`config.mk`:
```
export PLATFORM = sky130hd
export DESIGN_NAME = regfile_writer
export DESIGN_NICKNAME = d
export VERILOG_FILES = /design/src/rtl/regfile_writer_pkg.sv /design/src/rtl/regfile_writer_late_fifo.sv /design/src/rtl/regfile_writer.sv
export SDC_FILE = /design/constraint.sdc
export NUM_CORES = 1
export LEC_CHECK = 0
export CAP_MARGIN = 20
export CORE_MARGIN = 3
export CORE_UTILIZATION = 51
export DETAILED_ROUTE_END_ITERATION = 16
export PLACE_DENSITY = 0.91
export SLEW_MARGIN = 20
export SYNTH_ARGS = -nofsm -noshare
export SYNTH_HDL_FRONTEND = slang
export SYNTH_SLANG_ARGS = --single-unit
```
`constraint.sdc`:
```
create_clock -name clk -period 8.09 [get_ports clk]
set_input_delay 1.618 -clock clk [delete_from_list [all_inputs] [get_ports clk]]
set_output_delay 1.618 -clock clk [all_outputs]
set_load 0.01 [all_outputs]
```
`src/rtl/regfile_writer_pkg.sv`:
```
// Shared definitions for the register-file writeback driver: word width,
// address-width helper, load-size encodings and the drain FSM states.
package regfile_writer_pkg;

  localparam int unsigned WORD = 32;

  // Load size encodings carried on wb_size (1x = word)
  localparam logic [1:0] LS_BYTE = 2'b00;
  localparam logic [1:0] LS_HALF = 2'b01;
  localparam logic [1:0] LS_WORD = 2'b10;

  typedef enum logic {
    S_IDLE  = 1'b0,   // late-result FIFO empty
    S_DRAIN = 1'b1    // late-result FIFO holds at least one entry
  } wb_state_t;

  // Ceiling log2, minimum 1 so it can always size a bus
  function automatic int unsigned CLOG2(input int unsigned value);
    int unsigned result;
    int unsigned v;
    result = 0;
    v = (value > 0) ? value - 1 : 0;
    while (v > 0) begin
      result = result + 1;
      v = v >> 1;
    end
    return (result == 0) ? 1 : result;
  endfunction

endpackage

```
`src/rtl/regfile_writer_late_fifo.sv`:
```
// late_fifo: parameterized synchronous FIFO holding late mul/div results.
// Head data is presented combinationally on dout; push while full and pop
// while empty are ignored. DEPTH must be a power of two (pointers wrap).
module late_fifo
  import regfile_writer_pkg::*;
#(
  parameter int unsigned WIDTH = 37,
  parameter int unsigned DEPTH = 2
) (
  input  logic                   clk,
  input  logic                   reset,
  input  logic                   push,
  input  logic                   pop,
  input  logic [WIDTH-1:0]       din,
  output logic [WIDTH-1:0]       dout,
  output logic                   full,
  output logic                   empty,
  output logic [CLOG2(DEPTH):0]  count
);

  localparam int unsigned AW = CLOG2(DEPTH);
  localparam int unsigned CW = AW + 1;

  logic [WIDTH-1:0] mem [DEPTH];
  logic [AW-1:0]    rd_ptr;
  logic [AW-1:0]    wr_ptr;
  logic             do_push;
  logic             do_pop;

  assign full    = (count == CW'(DEPTH));
  assign empty   = (count == '0);
  assign do_push = push && !full;
  assign do_pop  = pop && !empty;
  assign dout    = mem[rd_ptr];

  // Pointer and occupancy bookkeeping
  always_ff @(posedge clk) begin
    if (reset) begin
      rd_ptr <= '0;
      wr_ptr <= '0;
      count  <= '0;
    end else begin
      if (do_push) wr_ptr <= wr_ptr + AW'(1);
      if (do_pop)  rd_ptr <= rd_ptr + AW'(1);
      case ({do_push, do_pop})
        2'b10:   count <= count + CW'(1);
        2'b01:   count <= count - CW'(1);
        default: count <= count;
      endcase
    end
  end

  // Storage array; contents need no reset since count gates visibility
  always_ff @(posedge clk) begin
    if (do_push) mem[wr_ptr] <= din;
  end

endmodule

```
`src/rtl/regfile_writer.sv`:
```
// regfile_writer: merges the in-order MEM/WB result and late mul/div results
// onto the register file's single registered write port. Pipeline writes win;
// late results queue in late_fifo and wb_stall is raised while it is full.
// Optional feature macro: WB_LOAD_EXT_EN enables byte/half lane select and
// sign/zero extension of loads; without it loads pass wb_load unchanged.
module regfile_writer
  import regfile_writer_pkg::*;
#(
  parameter  int unsigned SIZE  = 32,
  parameter  int unsigned DEPTH = 2,
  localparam int unsigned bits  = CLOG2(SIZE)
) (
  input  logic             clk,
  input  logic             reset,
  input  logic             wb_valid,
  input  logic [bits-1:0]  wb_dest,
  input  logic             wb_mem_to_reg,
  input  logic [WORD-1:0]  wb_alu,
  input  logic [WORD-1:0]  wb_load,
  input  logic [1:0]       wb_size,
  input  logic             wb_signed,
  input  logic [1:0]       wb_offset,
  input  logic             late_valid,
  output logic             late_ready,
  input  logic [bits-1:0]  late_dest,
  input  logic [WORD-1:0]  late_data,
  output logic             write,
  output logic [bits-1:0]  address_dest,
  output logic [WORD-1:0]  write_data,
  output logic             wb_stall
);

  localparam int unsigned ENTRY_W = bits + WORD;
  localparam int unsigned CW      = CLOG2(DEPTH) + 1;

  wb_state_t            state;
  wb_state_t            state_next;
  logic                 pipe_issue;
  logic                 head_valid;
  logic                 fifo_push;
  logic                 fifo_pop;
  logic                 fifo_full;
  logic                 fifo_empty;
  logic [CW-1:0]        fifo_count;
  logic [ENTRY_W-1:0]   fifo_head;
  logic [WORD-1:0]      load_data;
  logic [WORD-1:0]      pipe_data;

  // Handshake and stall come from the registered count only, so a full FIFO
  // that pops this cycle still refuses the offered result.
  assign late_ready = !fifo_full;
  assign wb_stall   = fifo_full;

  late_fifo #(
    .WIDTH (ENTRY_W),
    .DEPTH (DEPTH)
  ) u_late_fifo (
    .clk   (clk),
    .reset (reset),
    .push  (fifo_push),
    .pop   (fifo_pop),
    .din   ({late_dest, late_data}),
    .dout  (fifo_head),
    .full  (fifo_full),
    .empty (fifo_empty),
    .count (fifo_count)
  );

`ifdef WB_LOAD_EXT_EN
  logic [7:0]  load_byte;
  logic [15:0] load_half;

  // Lane select and extension of sub-word loads
  always_comb begin
    load_byte = '0;
    load_half = '0;
    load_data = wb_load;
    case (wb_offset)
      2'd0:    load_byte = wb_load[7:0];
      2'd1:    load_byte = wb_load[15:8];
      2'd2:    load_byte = wb_load[23:16];
      default: load_byte = wb_load[31:24];
    endcase
    load_half = wb_offset[1] ? wb_load[31:16] : wb_load[15:0];
    case (wb_size)
      LS_BYTE: load_data = {{(WORD-8){wb_signed & load_byte[7]}}, load_byte};
      LS_HALF: load_data = {{(WORD-16){wb_signed & load_half[15]}}, load_half};
      default: load_data = wb_load;
    endcase
  end
`else
  logic unused_load_cfg;

  // Word-only core: loads are written exactly as read
  always_comb begin
    load_data       = wb_load;
    unused_load_cfg = ^{wb_size, wb_signed, wb_offset};
  end
`endif

  // Source selection: pipeline first, then FIFO head; $0 is never issued
  always_comb begin
    pipe_issue = wb_valid && (wb_dest != '0);
    head_valid = (state == S_DRAIN) && !fifo_empty;
    fifo_pop   = head_valid && !pipe_issue;
    fifo_push  = late_valid && late_ready && (late_dest != '0);
    pipe_data  = wb_mem_to_reg ? load_data : wb_alu;
  end

  // Next-state logic tracking FIFO occupancy
  always_comb begin
    state_next = state;
    case (state)
      S_IDLE:  if (fifo_push) state_next = S_DRAIN;
      S_DRAIN: if (fifo_pop && !fifo_push && fifo_count == CW'(1)) state_next = S_IDLE;
      default: state_next = S_IDLE;
    endcase
  end

  // State register
  always_ff @(posedge clk) begin
    if (reset) state <= S_IDLE;
    else       state <= state_next;
  end

  // Registered write port; address/data hold their last value when idle
  always_ff @(posedge clk) begin
    if (reset) begin
      write        <= 1'b0;
      address_dest <= '0;
      write_data   <= '0;
    end else begin
      write <= pipe_issue || fifo_pop;
      if (pipe_issue) begin
        address_dest <= wb_dest;
        write_data   <= pipe_data;
      end else if (fifo_pop) begin
        address_dest <= fifo_head[ENTRY_W-1:WORD];
        write_data   <= fifo_head[WORD-1:0];
      end
    end
  end

endmodule

```
==> results_dict.tcl, run 1 <==
set metrics [dict create \
    diodes 0 \
    mappedNetlistArea_sq_mm 0.00520 \
    slew_violations 0 \
    syn2layout_area_growth_pct 41.3 \
    wl_per_cell_um 19.3 \
    finalSetupViolCount 0 \
    ys.warnings.count 0 \
    utilization 0.744 \
    maxCapViolations 0 \
    dp_hpwl_um 8810 \
    grt_setup_unrepaired "false" \
    ys_ff_latch 118 \
    layout_setup_ws_ns 4.34 \
    netlist.area_leader.share 0.427 \
    yosysTopAreaCell "edfxtp_1" \
    clockRootBuffer "clkbuf_8" \
    cts-resized-gates 0 \
    cts_tree "done" \
    synth.distinct_cells 30 \
    post_cts_buffers 0 \
    async_flop_share 0 \
    port_buffers 150 \
    numCtsBuffers 17 \
    gp_congestion 0.827 \
    finalCriticalPeriod_ns 3.75 \
    slew_headroom 0.291 \
    tightest_slew_ns 1.06 \
    min_path_type "register to register" \
    arrival_ns 4.12 \
    status "completed" \
    power_w 0.00190 \
    max_freq_mhz 267 \
    drt_iter0_markers 207 \
    start_util 0.527 \
    synth_edf_count 74 \
    routed-via-count 4016 \
    first_pass_iters 4 \
    path_class "input pin to register" \
    hold_buffers 0 \
    clkLatencyLatePin_ns 0.50 \
    fin_skew_ns 0.00980 \
    start_kind "input pin" \
    core_region_area_sq_mm 0.00986 \
    post-place-ws_ns 3.90 \
    avgSynthCellArea_sq_um 12.5 \
    io_pins 156 \
    die_x_um 107 \
    fin_crit_sh 0.463 \
    leakage_nw 2.43 \
    grt_pass1_vias 4039 \
    htreeDepth 4 \
    power_density_mw_per_mm2 259 \
    cp_max_fo 22 \
    seq_area_frac_synth 0.597 \
    ir_worst_vdd_uv 182 \
    track_usage 0.231 \
    ys.flop_type "edfxtp_1" \
    grt_overflow_total 0 \
    ant_nets 0 \
    syn-num-nets 537 \
    rows 36 \
    cts_buffer_depth 2 \
    synthCells 417 \
    layout.nets 670 \
    end_kind "register" \
    grt_pass1_wl_um 20400 \
    cp.required_ns 8.46 \
    avgViaCountPerCell 5.77 \
    tns_ns 0 \
    layout-drive-gt1-share 0.146 \
    drc 0 \
    die_y_um 107 \
    finalHoldViolCount 0 \
    synth_area_leaders "edfxtp_1 (43%), dfxtp_1 (17%), mux2_2 (7.6%)" \
    antenna_found_initial 0 \
    wirelength_um 13400 \
    die-area_sq_mm 0.0114 \
    grt_max_degree 75 \
    clk_pin_slew_worst_paths_ns 0.06 \
    clkSinkCount 118 \
]
[placed cells by master, fill, tap and decap left out, types with 5 or more instances in the layout]
cell	n
a211oi_1	38
buf_4	7
clkbuf_16	16
clkdlybuf4s50_1	150
clkinvlp_4	6
dfxtp_1	43
edfxtp_1	74
mux2_2	35
nor2_1	5
nor2b_1	38
o2111ai_1	32
o21ai_0	35
o31ai_1	35
[registers in the layout (all words and copies together) (netlist names), named ones only]
register and cells:
u_late_fifo.rd_ptr 1, address_dest 5, write_data 32, write 1, u_late_fifo.mem 74, u_late_fifo.count 2, state 1, u_late_fifo.wr_ptr 1
[worst max-delay path: stages]
cell and delay (ns):
clkdlybuf4s50_1 0.49, or3_1 0.49, buf_4 0.39, o21a_1 0.59, buf_4 0.38, o31ai_1 0.13
[layout make-up]
class / instances / area, sq um
clock buffers: 17 / 414
clock inverters: 15 / 133
repair buffers: 159 / 1610
inverters: 5 / 18.8
multi-input cells: 249 / 1900
flip-flops and latches: 118 / 3100
fillers: 635 / 2520
well taps: 133 / 166
[power by group]
group	switching, W	leakage, nW	internal, W
registers	0.0000409	1.05	0.000745
clock network	0.000271	0.250	0.000407
logic	0.000231	1.12	0.000210
total	0.000543	2.43	0.00136
[synth_stat cells (all sizes together) (2+ instances only)]
master and number:
edfxtp 74, dfxtp 44, nor2b 39, a211oi 38, o21ai 37, mux2 35, o31ai 35, clkbuf 32
o2111ai 32, buf 13, nor2 7, inv 5, ha 4, nand3 3, nand2 2, nand2b 2
o211ai 2, o21a 2, o22ai 2, o32ai 2, xor2 2
[per-stage QoR]
stage / hold slack (ns) / cell area (sq um) / cells
global route: 0.615 / 7340 / 696
detailed placement: 0.540 / 6740 / 662
floorplan: 0.481 / 5200 / 417
finish: 0.581 / 7340 / 696
global placement: 0.497 / 6740 / 662
CTS: 0.548 / 7290 / 694
[path summary, 6_finish.rpt]
kind	startpoint	to	slack, ns	cells after the start
worst min register to register	address_dest[3]	address_dest[3]	0.58	2
worst max register to register	u_late_fifo.count[0]	u_late_fifo.count[1]	5.78	8
worst max-delay path	wb_dest[2]	write_data[17]	4.34	6
worst min-delay path	address_dest[3]	address_dest[3]	0.58	2
[cells by family (layout without fill, tap and decap cells)]
| kind of cell | after synthesis | in the layout | share of synthesized area |
|---|---|---|---|
| adders and majority gates | 4 | 4 | 0.00963 |
| buffers and inverters | 50 | 196 | 0.0414 |
| muxes | 35 | 35 | 0.0758 |
| xor gates and xnor gates | 2 | 2 | 0.00337 |
| AOI/OAI and AO/OA | 150 | 150 | 0.207 |
| DFF | 118 | 118 | 0.597 |
| and+or+nand+nor | 58 | 58 | 0.0655 |
[metal layers]
metal	up-vias	part of all wire	GRT usage
met5	-	0	0
li1	1917	-	-
met3	26	0.043	0.0506
met2	137	0.55	0.423
met4	0	0.024	0.0932
met1	1936	0.39	0.260
Power figures use the tool's default switching activity.
==> run 2, diff against run 1 <==
- CORE_UTILIZATION: 51 -> 47
- PLACE_DENSITY: 0.91 -> 0.85
- clock period: 8.09 -> 3.8 ns (I/O delays scaled with it)
==> run 2 against run 1 <==
- die area rose by 8.0%
- first-iteration DRC count rose by 10%
- global-route usage fell by 1.4 points
- hold slack got worse by 0.033 ns
- flip-flop and latch count did not move
- power rose by 120%
- critical path depth fell by 1
- combinational power rose by 110%
- critical path type unchanged
- critical endpoint is now address_dest[0]
- highest routed layer unchanged
==> results_dict.tcl, run 2 (synthesis gave the netlist of run 1 again) <==
set metrics [dict create \
    status "completed" \
    track_usage 0.217 \
    max_freq_mhz 379 \
    instances_no_fill 701 \
    cp_max_fo 29 \
    multi_input_area_sq_mm 0.00190 \
    leakage_nw 2.47 \
    arrival_ns 3.04 \
    die-area_sq_mm 0.0124 \
    io_pins 156 \
    clk_pin_slew_worst_paths_ns 0.06 \
    path_class "input pin to register" \
    utilization 0.703 \
    cts_tree "done" \
    numCtsBuffers 17 \
    min_path_type "register to register" \
    maxCapViolations 0 \
    cts_buffer_depth 2 \
    layout.nets 672 \
    clockRootBuffer "clkbuf_8" \
    layout_setup_ws_ns 1.16 \
    ir_worst_vdd_uv 433 \
    dpl.cell_count 669 \
    grt_max_degree 39 \
    wl_per_cell_um 18.9 \
    cts-resized-gates 0 \
    mostFrequentLayoutCells "clkdlybuf4s50_1 (150), edfxtp_1 (74), dfxtp_1 (43)" \
    finalCriticalPeriod_ns 2.64 \
    first_pass_iters 6 \
    finalSetupViolCount 0 \
    num-fill-cells 751 \
    slew_headroom 0.404 \
    port_buffers 150 \
    die_x_um 111 \
    finalHoldViolCount 0 \
    top_register "u_late_fifo.mem" \
    reg_top3 "u_late_fifo.mem x74, write_data x32, address_dest x5" \
    grt_overflow_total 0 \
    cp.required_ns 4.20 \
    antenna_found_initial 0 \
    syn2layout_area_growth_pct 42.7 \
    gp_congestion 0.824 \
    post-place-ws_ns 0.682 \
    avgViaCountPerCell 5.73 \
    hold_buffers 0 \
    end_kind "register" \
    layout-drive-gt1-share 0.150 \
    grt_pass1_vias 4211 \
    ant_nets 0 \
    htreeDepth 4 \
    largest_reg_flops 74 \
    fin_skew_ns 0.00771 \
    power_density_mw_per_mm2 572 \
    rows 37 \
    diodes 0 \
    start_kind "input pin" \
    fin_crit_sh 0.694 \
    tightest_slew_ns 0.894 \
    drc 0 \
    slew_violations 0 \
    routed-via-count 4020 \
    core_region_area_sq_mm 0.0106 \
    hold_slack_ns 0.547 \
    clkLatencyLatePin_ns 0.51 \
    start_util 0.493 \
    wirelength_um 13300 \
    grt_pass1_wl_um 21400 \
    drt_iter0_markers 228 \
    dp_hpwl_um 9040 \
    grt_setup_unrepaired "false" \
    seq_area_sq_mm 0.00310 \
    tns_ns 0 \
    clkSinkCount 118 \
    post_cts_buffers 0 \
    die_y_um 111 \
    final_common_cell "clkdlybuf4s50_1" \
]
## run 2: cell types whose count changed in the layout (fill, tap and decap cells not counted), sizes merged
cell	previous run	this run
bufinv	1	4
inv	7	8
clkinvlp	6	4
buf	9	11
clkinv	6	4
## run 2: worst paths after layout
path | from | to | slack [ns] | cells after the start
min reg2reg | u_late_fifo.count[1] | u_late_fifo.count[1] | 0.55 | 2
max | wb_dest[3] | address_dest[0] | 1.16 | 5
max reg2reg | u_late_fifo.count[0] | u_late_fifo.count[1] | 1.23 | 8
min | u_late_fifo.count[1] | u_late_fifo.count[1] | 0.55 | 2
## run 2: through the flow
stage,total power (W),instance area [sq um]
floorplan,0.00218,5200
global placement,0.00258,6800
detailed placement,0.00262,6800
CTS,0.00427,7420
global route,0.00444,7420
finish,0.00424,7420
## run 2: worst max-delay path, stage by stage
cell and delay [ns]:
clkdlybuf4s50_1 0.42, or3_1 0.75, o21a_1 0.46, buf_4 0.30, o32ai_1 0.34
## run 2: metal layers
metal  track usage  wire, um  share of wire
met5             0         0              0
met4        0.0843       270          0.020
met3        0.0524       869          0.066
met2         0.380      6890           0.52
met1         0.258      5230           0.39
## run 2: area by class of cell
type / instances / area share
inverters: 5 / 0.00253
clock buffers: 17 / 0.0558
repair buffers: 161 / 0.217
clock inverters: 15 / 0.0273
multi-input cells: 249 / 0.256
flip-flops and latches: 118 / 0.418
well taps: 136 / 0.0229
## run 2: where the power goes
group / switching [W] / total [W] / internal [W]
sequential: 0.0000893 / 0.00168 / 0.00159
clock: 0.000583 / 0.00165 / 0.00107
combinational: 0.000477 / 0.000916 / 0.000440
total: 0.00115 / 0.00424 / 0.00309
==> run 3, diff against run 2 <==
- CORE_UTILIZATION: 47 -> 43
- PLACE_DENSITY: 0.85 -> 0.82
- clock period: 3.8 -> 2.2 ns (I/O delays scaled with it)
==> run 3 against run 2 <==
- clock power grew 59%
- first-iteration DRC count rose by 36%
- wire length grew 4.7%
- largest power group unchanged
==> results_dict.tcl, run 3 (synthesis gave the netlist of run 1 again) <==
set metrics [dict create \
    diodes 0 \
    status "completed" \
    numCtsBuffers 17 \
    wl_per_cell_um 19.2 \
    cp_max_fo 4 \
    stdcell_area_sq_mm 0.00756 \
    finalHoldViolCount 0 \
    maxCapViolations 0 \
    grt_pass1_wl_um 21500 \
    die-area_sq_mm 0.0134 \
    routed-via-count 4118 \
    ant_nets 0 \
    fin_skew_ns 0.0150 \
    layout-drive-gt1-share 0.179 \
    reg_top3 "u_late_fifo.mem x74, write_data x32, address_dest x5" \
    rows 39 \
    largest_reg_flops 74 \
    min_path_type "register to register" \
    top_register "u_late_fifo.mem" \
    power_w 0.00723 \
    mostFrequentLayoutCells "clkdlybuf4s50_1 (149), edfxtp_1 (74), dfxtp_1 (43)" \
    ir_worst_vdd_uv 616 \
    gp_congestion 0.807 \
    tightest_slew_ns 0.668 \
    grt_overflow_total 0 \
    htreeDepth 4 \
    grt_pass1_vias 4195 \
    die_y_um 116 \
    clockRootBuffer "clkbuf_16" \
    finalCriticalPeriod_ns 2.12 \
    clk_pin_slew_worst_paths_ns 0.06 \
    wirelength_um 13900 \
    path_cells "clkdlybuf4s50_1, or4_4, o211ai_4, buf_4, ha_1, xor2_1, nor2_1, a211oi_1" \
    multi_input_area_sq_mm 0.00192 \
    tns_ns 0 \
    dp_hpwl_um 9430 \
    crit_slowest_cell "or4_4" \
    core_region_area_sq_mm 0.0116 \
    io_pins 156 \
    start_kind "input pin" \
    num-fill-cells 861 \
    path_class "input pin to register" \
    cts_tree "done" \
    layout.nets 688 \
    first_pass_iters 5 \
    max_freq_mhz 472 \
    clkSinkCount 118 \
    clkLatencyLatePin_ns 0.40 \
    slowest_delay_ns 0.56 \
    grt_max_degree 75 \
    power_density_mw_per_mm2 955 \
    antenna_found_initial 0 \
    hold_buffers 0 \
    final_common_cell "clkdlybuf4s50_1" \
    drt_iter0_markers 309 \
    postPlaceCellArea_sq_mm 0.00691 \
    avgViaCountPerCell 5.69 \
    cp.required_ns 2.52 \
    seq_area_sq_mm 0.00310 \
    end_kind "register" \
    drc 0 \
    finalSetupViolCount 0 \
    port_buffers 150 \
    fin_crit_sh 0.963 \
    cts_buffer_depth 2 \
    track_usage 0.207 \
    start_util 0.448 \
    die_x_um 116 \
    slew_headroom 0.554 \
    grt_setup_unrepaired "true" \
    leakage_nw 2.56 \
    slew_violations 0 \
    arrival_ns 2.44 \
    syn2layout_area_growth_pct 45.5 \
]
## run 3: changes by cell type in the layout (fill, tap and decap cells not counted), sizes merged
cell / previous run / this run
clkinv: 4 / 7
dlymetal6s2s: 0 / 1
clkinvlp: 4 / 2
clkdlybuf4s50: 150 / 149
bufinv: 4 / 1
inv: 8 / 10
buf: 11 / 27
## run 3: layout make-up
type / instances / share of cell area
multi-input combinational: 249 / 0.254
clock buffer: 17 / 0.0562
sequential: 118 / 0.410
tap: 143 / 0.0237
timing repair buffer: 177 / 0.234
inverter: 5 / 0.00248
clock inverter: 15 / 0.0194
## run 3: repair_timing
item                                    in CTS  in global routing
pin swaps                                    0                  1
gates resized for setup                      1                  3
buffers inserted                             0                  1
endpoints found under the setup margin      74                  3
## run 3: final timing paths
| check | from | to | slack [ns] | cells past startpoint |
|---|---|---|---|---|
| setup / recovery | late_dest[0] | u_late_fifo.count[1] | 0.08 | 8 |
| hold / removal | address_dest[3] | address_dest[3] | 0.55 | 2 |
| setup reg to reg | u_late_fifo.count[0] | u_late_fifo.mem[0][18] | 0.09 | 7 |
| hold reg to reg | address_dest[3] | address_dest[3] | 0.55 | 2 |
## run 3: power breakdown
| part | internal [W] | switching [W] |
|---|---|---|
| Combinational | 0.000840 | 0.000885 |
| Clock | 0.00158 | 0.00104 |
| Sequential | 0.00274 | 0.000142 |
## run 3: critical path, delay by kind of cell
kind | cells | cell delay [ns]
simple gates | 2 | 0.63
compound gates | 2 | 0.43
buf+inv | 2 | 0.57
fa+ha+maj | 1 | 0.17
xor+xnor | 1 | 0.19
## run 3: metal layers
layer  wire length [um]  global-route usage  share of wire
met2               7510               0.374           0.54
met4                317              0.0882          0.023
met1               5230               0.239           0.38
met5                  0                   0              0
met3                830              0.0413          0.060
## run 3: per-stage QoR
step | worst slack, ns | cells | utilization | hold WS (ns)
6_report | 0.0805 | 724 | 0.651 | 0.547
5_1_grt | -0.00468 | 724 | 0.651 | 0.568
4_1_cts | 0.00968 | 721 | 0.645 | 0.525
3_5_place_dp | -0.383 | 689 | 0.595 | 0.514
3_3_place_gp | -0.268 | 689 | 0.595 | 0.499
2_1_floorplan | -0.129 | 417 | - | 0.481
